===== src/rtl/inst_sram_loader.sv =====
// inst_sram_loader: boot-time loader streaming program words into instruction SRAM, then releasing the CPU
//   in:  clk, reset (sync, active-high), start pulse, load_valid/load_data/load_last stream
//   out: load_ready, inst_sram_wen/waddr/wdata write port, inst_sram_en_toif, cpu_reset,
//        busy (LOAD/DRAIN), done (RUN), err_overflow (sticky), word_count
module inst_sram_loader #(
  parameter logic [63:0] BASE_ADDR = 64'd1,
  parameter int MAX_WORDS = 1024,
  parameter int RELEASE_DELAY = 2,
  localparam int CW = $clog2(MAX_WORDS + 1),
  localparam int DW = $clog2(RELEASE_DELAY + 1)
) (
  input  logic          clk,
  input  logic          reset,
  input  logic          start,
  input  logic          load_valid,
  input  logic [31:0]   load_data,
  input  logic          load_last,
  output logic          load_ready,
  output logic          inst_sram_wen,
  output logic [63:0]   inst_sram_waddr,
  output logic [31:0]   inst_sram_wdata,
  output logic          inst_sram_en_toif,
  output logic          cpu_reset,
  output logic          busy,
  output logic          done,
  output logic          err_overflow,
  output logic [CW-1:0] word_count
);
  typedef enum logic [1:0] {IDLE, LOAD, DRAIN, RUN} state_e;
  state_e state_q;
  logic [DW-1:0] dly_q;
  logic accept;
  logic [CW-1:0] wc_inc;
  assign accept = load_valid & load_ready;
  assign wc_inc = word_count + 1'b1;
  always_ff @(posedge clk) begin
    if (reset) begin
      state_q           <= IDLE;
      dly_q             <= '0;
      load_ready        <= 1'b0;
      inst_sram_wen     <= 1'b0;
      inst_sram_waddr   <= BASE_ADDR;
      inst_sram_wdata   <= '0;
      inst_sram_en_toif <= 1'b0;
      cpu_reset         <= 1'b1;
      busy              <= 1'b0;
      done              <= 1'b0;
      err_overflow      <= 1'b0;
      word_count        <= '0;
    end else begin
      inst_sram_wen <= 1'b0;
      case (state_q)
        IDLE, RUN: if (start) begin
          state_q           <= LOAD;
          word_count        <= '0;
          err_overflow      <= 1'b0;
          load_ready        <= 1'b1;
          cpu_reset         <= 1'b1;
          inst_sram_en_toif <= 1'b0;
          busy              <= 1'b1;
          done              <= 1'b0;
        end
        LOAD: if (accept) begin
          inst_sram_wen   <= 1'b1;
          inst_sram_waddr <= BASE_ADDR + 64'(word_count);
          inst_sram_wdata <= load_data;
          word_count      <= wc_inc;
          if (load_last) begin
            state_q    <= DRAIN;
            load_ready <= 1'b0;
            dly_q      <= '0;
          end else if (wc_inc == CW'(MAX_WORDS)) begin
            // capacity exhausted without a last word: abort, CPU stays in reset
            state_q      <= IDLE;
            load_ready   <= 1'b0;
            err_overflow <= 1'b1;
            busy         <= 1'b0;
          end
        end
        DRAIN: if (dly_q == DW'(RELEASE_DELAY)) begin
          // first DRAIN cycle is the final write itself, so RELEASE_DELAY idle cycles follow it
          state_q           <= RUN;
          cpu_reset         <= 1'b0;
          inst_sram_en_toif <= 1'b1;
          busy              <= 1'b0;
          done              <= 1'b1;
        end else dly_q <= dly_q + 1'b1;
      endcase
    end
  end
endmodule


===== config.mk =====
export PLATFORM = sky130hd
export DESIGN_NAME = inst_sram_loader
export DESIGN_NICKNAME = d
export VERILOG_FILES = /design/src/rtl/inst_sram_loader.sv
export SDC_FILE = /design/constraint.sdc
export NUM_CORES = 1
export LEC_CHECK = 0
export CORE_MARGIN = 1
export CORE_UTILIZATION = 41
export DETAILED_ROUTE_END_ITERATION = 10
export GPL_TIMING_DRIVEN = 0
export PLACE_DENSITY_LB_ADDON = 0.12
export SYNTH_ARGS = -nofsm -noshare
export SYNTH_HDL_FRONTEND = slang
export SYNTH_SLANG_ARGS = --single-unit

===== constraint.sdc =====
create_clock -name clk -period 2.2 [get_ports clk]
set_clock_uncertainty 0.05 [all_clocks]
set_input_delay 0.44 -clock clk [delete_from_list [all_inputs] [get_ports clk]]
set_output_delay 0.44 -clock clk [all_outputs]
set_load 0.05 [all_outputs]

Word-level counts from Yosys, hierarchy flattened --
Index checks and enable logic that the tools add are counted.
Operators by class: equal/unequal tests 13, $add $sub $neg 3, bitwise logic cells 2, muxes and demuxes 31, reduce and logical (&&, ||, !) cells 14
Operator list (number):
- 11-bit 2-to-1 mux | 2
- 11-bit case mux with 2 select lines | 1
- 2-bit 2-to-1 mux | 8
- 2-bit != test, second input constant | 7
- 1-bit 2-to-1 mux | 13
- 1-bit by 11-bit adder with 12-bit output, first input constant | 1
- 4-bit AND reduction | 3
- 11-bit by 1-bit adder with 11-bit output, second input constant | 1
- 11-bit == test, second input constant | 1
- 5-bit AND reduction | 2
- 1-bit case mux with 2 select lines | 4
- 2-bit == test, second input constant | 3
- 2-bit case mux with 3 select lines | 1
- 3-bit AND reduction | 2
- 2-bit nonzero test | 3
- 2-bit case mux with 2 select lines | 1
- 2-bit OR reduction | 2
- 3-bit != test, second input constant | 1
- 1-bit case mux with 3 select lines | 1
- 2-bit by 1-bit adder with 2-bit output, second input constant | 1
- 2-bit by 1-bit == test with 1-bit output, second input constant | 1
- 2-bit zero test | 1
- 2-bit AND reduction | 1
- 1-bit bitwise AND | 1
- 1-bit NOT | 1
Storage, ports and cells: input port bits 37, logic and storage cells 74, output and inout bits 114, bits in registers 117

Logic depth before layout (Yosys ltp) --
Gate-level depths: netlist (run 1).
depth in word-level cells 6, gate-level depth with buffers 9, depth with buffers taken out 7

Worst setup path after synthesis (run 1) --
Ideal clock, no wire load.
path kind register to register, start register word_count[0], end register word_count[10], cell stages (with the launch flop) 8, arrival 2.002 ns, data required time 2.065 ns, path slack 0.064 ns, path buffers 1, setup time 0.085 ns, period minus slack after synthesis 2.136 ns, cells stage by stage dfxtp_1 -> ha_1 -> and3_2 -> and3_1 -> buf_4 -> nand3_1 -> xor2_1 -> o31ai_2
On the way: longest elaborated chain between the ends 3
RTL lines:
- start: declaration | line 27 | output logic [CW-1:0] word_count
- start signal: assignment | line 67 | word_count <= wc_inc;
- 11-bit by 1-bit adder with 11-bit output | line 35 | assign wc_inc = word_count + 1'b1;
- 11-bit 2-to-1 mux | line 63 | LOAD: if (accept) begin
- 11-bit case mux with 2 select lines | line 52 | case (state_q)
Every way passes these cells. The select of a mux whose other input is x is not followed. A chain may end at the register's enable or synchronous reset.

Worst setup path after layout (run 1) --
start register load_ready, end output port load_ready
RTL lines:
- start: declaration | line 18 | output logic load_ready,
- start signal: assignment | line 40 | load_ready <= 1'b0;
- start signal: assignment | line 57 | load_ready <= 1'b1;
- start signal: assignment | line 70 | load_ready <= 1'b0;
No word-level cell between the ends.

==> results.json, run 1 <==
{
  "ys.flop_type": "dfxtp_1",
  "detail_route.wl_per_cell_um": 12.3,
  "synth_compound_area_share_pct": 15.3,
  "internal-power_mw": 2.47,
  "startpoint_type": "flip-flop",
  "rsz0062_at_grt": "no",
  "ys_warn_count": 0,
  "ant_nets": 0,
  "setup_violations": 0,
  "async_reset_ff_share_pct": 0,
  "seq_area_frac_synth_pct": 40.4,
  "ys_top_cells_by_count": "81 x nand2_1, 65 x dfxtp_1, 55 x buf_4",
  "synth_top_family_by_area": "simple AND/OR/NAND/NOR gates",
  "power_density_nw_per_um2": 791,
  "vdd_drop_max_v": 0.000546,
  "grt.met1_usage_pct": 22.7,
  "insertion_delay_ns": 0.35,
  "maxSlewViolCount": 0,
  "final_area_um2": 4790,
  "root_buffer": "clkbuf_8",
  "clock_sinks": 65,
  "cts_tree": "done",
  "synth_xor_area_share_pct": 2.72,
  "p_clk_share_pct": 33.8,
  "dp.cells": 643,
  "synth-simple-area-share_pct": 21.3,
  "fin_crit_sh_pct": 97.3,
  "drive_above_1_share_pct": 17.4,
  "stdcell_count": 658,
  "met3_usage_pct": 6.48,
  "fin_crit_ns": 2.14,
  "crit_start": "load_ready",
  "busiest_layer": "met2",
  "netlist_area_um2": 3220,
  "grt_use_total_pct": 20.1,
  "comb_power_share_pct": 31.9,
  "core_um2": 7410,
  "drtPass1Iterations": 5,
  "synth_area_per_cell_um2": 8.16,
  "synth_edf_count": 0,
  "reg2reg_to": "word_count[7]",
  "crit_type": "reg -> out",
  "synth_top_cell_area_share_pct": 40.4,
  "numCtsBuffers": 9,
  "synthTopCellsByArea": "dfxtp_1 40%, buf_4 13%, nand2_1 9.4%",
  "tightest_slew_ns": 0.614,
  "die_y_um": 90.7,
  "cts_max_path_buffers": 2,
  "outcome": "completed",
  "place_ws_ns": -0.108,
  "place_hpwl_um": 5960,
  "io_pins": 151,
  "vias": 2995,
  "gp_congestion": 0.802,
  "synthAdderAreaFrac_pct": 1.94,
  "grtUsageMet2_pct": 35.3,
  "cap_violations": 0,
  "synth.area.mux_share_pct": 1.59,
  "worstHoldPathType": "reg -> reg",
  "reg2reg_from": "state_q[1]",
  "crit_end": "load_ready",
  "cts.clk_slew.worst_paths_ns": 0.07,
  "post-route-drc-count": 0,
  "worstPathRequired_ns": 1.71,
  "p_leak_nw": 1.92,
  "reg2reg_depth": 9,
  "p_sw_mw": 1.32,
  "nets": 596,
  "synthCells": 395,
  "syn_to_final_growth_pct": 48.5,
  "grt_overflow": 0,
  "synth_cell_types": 52,
  "worst_slack_ns": 0.0601,
  "cp.depth": 1,
  "crit_path_cell_trace": "clkdlybuf4s50_1",
  "finalHoldViolations": 0,
  "portBuffers": 98,
  "crit_slowest_cell": "clkdlybuf4s50_1",
  "grt_max_degree": 13,
  "drt_iter0_markers": 100,
  "grt_antenna_before_repair": 0,
  "power_switching_share_pct": 34.9,
  "diodes": 0,
  "path_delay_family": "buffers and inverters",
  "die_w_um": 90.7,
  "grt_pass1_vias": 2834,
  "place_area_um2": 4520,
  "critPathCaptureType": "primary output",
  "htree_levels": 3,
  "start_util_pct": 43.5,
  "max_freq_mhz": 467,
  "reg2reg_slack_ns": 0.17,
  "final_util_pct": 64.6,
  "wirelength_um": 8070,
  "ys_seq_elements": 65,
  "crit_arrival_ns": 1.65,
  "grt_pass1_wl_um": 13300,
  "die-area_um2": 8220,
  "path_buf_inv": 1,
  "synth_most_common_cell": "nand2_1",
  "slowest_delay_ns": 0.85,
  "synth.largest_area_cell": "dfxtp_1",
  "maxSlewHeadroom_pct": 59.1,
  "viasPerCell": 4.55,
  "cp_max_fo": 8,
  "fp-row-count": 31,
  "pwr-share-seq_pct": 34.4
}
[power groups by stage]
stage          combinational, mW  clock (mW)  sequential [mW]
6_report                    1.21        1.28             1.30
5_1_grt                     1.28        1.34             1.31
4_1_cts                     1.18        1.31             1.30
3_5_place_dp                1.17           0             1.33
3_3_place_gp                1.16           0             1.32
2_1_floorplan              0.657           0             1.54
[repair_timing]
| action | 4_1_cts | 5_1_grt |
|---|---|---|
| buffers inserted | 0 | 0 |
| hold buffers | 0 | 0 |
| endpoints found under the setup margin | 4 | 9 |
| resized for setup | 4 | 8 |
[final cells by class]
| cell class | instances | area, um2 |
|---|---|---|
| flip-flops and latches | 65 | 1300 |
| repair buffers | 98 | 976 |
| clock inverters | 6 | 114 |
| clock buffers | 10 | 138 |
| plain buffers | 77 | 518 |
| multi-input cells | 298 | 1600 |
| inverters | 5 | 18.8 |
| fillers | 619 | 2620 |
| well taps | 99 | 124 |
[how the worst min path moves through the flow]
stage	from	to	slack (ns)	cells after the start
final	inst_sram_waddr[11]	inst_sram_waddr[11]	0.40	2
after global routing	inst_sram_wdata[20]	inst_sram_wdata[20]	0.42	2
after CTS	inst_sram_wdata[12]	inst_sram_wdata[12]	0.41	2
after detailed placement	inst_sram_wdata[31]	inst_sram_wdata[31]	0.40	2
after global placement	inst_sram_wdata[19]	inst_sram_wdata[19]	0.39	2
after floorplan	dly_q[1]	dly_q[1]	0.40	2
[per-stage QoR]
| step | power [mW] | setup TNS, ns | hold WS (ns) |
|---|---|---|---|
| 6_report | 3.79 | 0 | 0.402 |
| 5_1_grt | 3.94 | 0 | 0.424 |
| 4_1_cts | 3.78 | 0 | 0.406 |
| 3_5_place_dp | 2.50 | -1.07 | 0.395 |
| 3_3_place_gp | 2.48 | -0.755 | 0.390 |
| 2_1_floorplan | 2.20 | 0 | 0.399 |
[state kept, by name, summed over array words and instances, names as in the netlist]
| signal | flops |
|---|---|
| word_count | 11 |
| busy | 1 |
| done | 1 |
| state_q | 2 |
| load_ready | 1 |
| cpu_reset | 1 |
| err_overflow | 1 |
| inst_sram_wen | 1 |
| inst_sram_waddr | 12 |
| inst_sram_wdata | 32 |
| dly_q | 2 |
[layer usage]
layer / vias to the layer above / routed length (um)
met2: 98 / 3940
met3: 9 / 563
met5: - / 0
met1: 1359 / 3450
li1: 1529 / -
met4: 0 / 110
[placed cells by master, fill, tap and decap left out, types with 8 or more instances in the layout]
master            n
clkdlybuf4s50_1  94
nor2_1           23
dfxtp_1          64
conb_1           52
nand2_1          81
a211oi_1          8
buf_4            55
clkbuf_1         11
clkbuf_8         10
a21oi_1          48
[cells by family after synthesis]
| group | Yosys count |
|---|---|
| and+or+nand+nor | 148 |
| buffers and inverters | 83 |
| AOI/OAI and AO/OA | 79 |
| DFF | 65 |
| xor gates and xnor gates | 10 |
| adders and majority gates | 5 |
| muxes | 4 |
| other | 1 |
Note: power is estimated with default switching activity, not from simulation.
==> inputs of run 2 (changes only) <==
- GPL_TIMING_DRIVEN: 0 -> not set
- TNS_END_PERCENT: not set -> 50
==> run 2 against run 1 <==
Against the previous run: worst setup slack better by 0.020 ns; via count is 6.4% lower; sequential cell count unchanged; combinational power decreased by 6%.
==> results.json, run 2 (synthesized netlist as in run 1, its figures left out) <==
{
  "outcome": "completed",
  "post-route-drc-count": 0,
  "cp.depth": 1,
  "maxSlewViolCount": 0,
  "power_density_nw_per_um2": 782,
  "fin_crit_sh_pct": 96.4,
  "worstHoldPathType": "reg -> reg",
  "drtPass1Iterations": 4,
  "setup_violations": 0,
  "post_cts_buffers": 0,
  "insertion_delay_ns": 0.33,
  "grt_pass1_vias": 2584,
  "htree_levels": 3,
  "crit_path_cell_trace": "clkdlybuf4s50_1",
  "reg_top3": "inst_sram_wdata: 32 flops, inst_sram_waddr: 12 flops, word_count: 11 flops",
  "finalHoldViolations": 0,
  "internal-power_mw": 2.08,
  "grt_max_degree": 55,
  "cts.clk_slew.worst_paths_ns": 0.08,
  "place_hpwl_um": 5240,
  "fin_crit_ns": 2.12,
  "crit_arrival_ns": 1.63,
  "grt_pass1_wl_um": 12400,
  "max_freq_mhz": 472,
  "critPathCaptureType": "primary output",
  "clock_sinks": 65,
  "syn_to_final_growth_pct": 33.5,
  "p_clk_share_pct": 27.5,
  "pwr-share-seq_pct": 38.6,
  "io_pins": 151,
  "p_leak_nw": 1.67,
  "tightest_slew_ns": 0.558,
  "cts_tree": "done",
  "hold_path_depth": 2,
  "cap_violations": 0,
  "ant_nets": 0,
  "crit_slowest_cell": "clkdlybuf4s50_1",
  "startpoint_type": "flip-flop",
  "p_sw_mw": 1.29,
  "worstPathRequired_ns": 1.71,
  "cts_max_path_buffers": 2,
  "viasPerCell": 4.71,
  "core_um2": 7410,
  "path_delay_family": "buffers and inverters",
  "final_util_pct": 58.1,
  "detail_route.wl_per_cell_um": 12.7,
  "regMostFlops": "inst_sram_wdata",
  "rsz0062_at_grt": "no",
  "vdd_drop_max_v": 0.000361,
  "start_util_pct": 43.5,
  "slowest_delay_ns": 0.85,
  "finalSetupTns_ns": 0,
  "layout_commonest_cell": "clkdlybuf4s50_1",
  "vias": 2804,
  "comb_power_share_pct": 33.9,
  "layout_common_cells": "88 x clkdlybuf4s50_1, 81 x nand2_1, 65 x dfxtp_1, 52 x conb_1, 48 x a21oi_1",
  "grt_overflow": 0,
  "wirelength_um": 7530,
  "reg2reg_depth": 6,
  "root_buffer": "clkbuf_8",
  "nFillCells": 710,
  "die_y_um": 90.7,
  "cp_max_fo": 8,
  "numCtsBuffers": 9,
  "die_w_um": 90.7,
  "die-area_um2": 8220,
  "drive_above_1_share_pct": 9.88,
  "grt_antenna_before_repair": 0,
  "largest_reg_flops": 32,
  "fp-row-count": 31,
  "nets": 533,
  "crit_type": "reg -> out",
  "power_switching_share_pct": 38.3,
  "gp_congestion": 0.804,
  "grt_use_total_pct": 18.5,
  "drt_iter0_markers": 85,
  "diodes": 0,
  "portBuffers": 98,
  "path_buf_inv": 1,
  "maxSlewHeadroom_pct": 62.7
}
run 2: cell count changes in the layout (fill, tap and decap cells not counted), moves of 2 or more:
cell | previous run | this run
buf_6 | 2 | 0
buf_1 | 5 | 0
ha_1 | 3 | 5
buf_12 | 0 | 2
clkinv_4 | 0 | 3
dlymetal6s2s_1 | 0 | 3
clkdlybuf4s50_1 | 94 | 88
clkbuf_1 | 11 | 0
buf_2 | 3 | 1
bufinv_16 | 3 | 0
buf_4 | 55 | 15
clkinv_2 | 0 | 2
ha_2 | 2 | 0
run 2: per-stage QoR:
stage	hold slack [ns]	area, um2	total power [mW]	setup WS, ns	instances
after floorplan	0.399	3420	2.20	0.0636	446
after global placement	0.390	4120	2.46	0.0915	579
after detailed placement	0.396	4120	2.47	0.0543	579
after CTS	0.407	4300	3.39	0.00472	595
after global routing	0.424	4300	3.54	0.00552	595
final	0.405	4300	3.37	0.0798	595
run 2: power groups by stage:
| stage | Sequential, mW | Clock (mW) | Combinational (mW) |
|---|---|---|---|
| 2_1_floorplan | 1.54 | 0 | 0.657 |
| 3_3_place_gp | 1.32 | 0 | 1.13 |
| 3_5_place_dp | 1.33 | 0 | 1.14 |
| 4_1_cts | 1.30 | 0.950 | 1.14 |
| 5_1_grt | 1.31 | 1.01 | 1.22 |
| 6_report | 1.30 | 0.926 | 1.14 |
run 2: cell type report:
class	instances	area (um2)	share of cell area [%]
Tap cell	99	124	2.88
Clock inverter	6	43.8	1.02
Clock buffer	10	138	3.20
Timing Repair Buffer	112	1100	25.6
Multi-Input combinational cell	298	1580	36.6
Inverter	5	18.8	0.436
Sequential cell	65	1300	30.2
run 2: repair_timing:
item | 4_1_cts | 5_1_grt
setup endpoints to repair | 3 | 3
hold buffers | 0 | 0
resized for setup | 3 | 3
run 2: final timing paths:
check	from	to	slack (ns)
setup / recovery	load_ready	load_ready	0.08
hold / removal	inst_sram_wdata[6]	inst_sram_wdata[6]	0.41
setup reg to reg	state_q[1]	word_count[9]	0.21
hold reg to reg	inst_sram_wdata[6]	inst_sram_wdata[6]	0.41
run 2: metal layers:
metal  up-vias  wire length (um)  GRT usage [%]
met5         -                 0              0
met4         0               138           7.66
met3        14               565           5.81
met2       101              3510           30.4
met1      1284              3320           22.3
li1       1405                 -              -
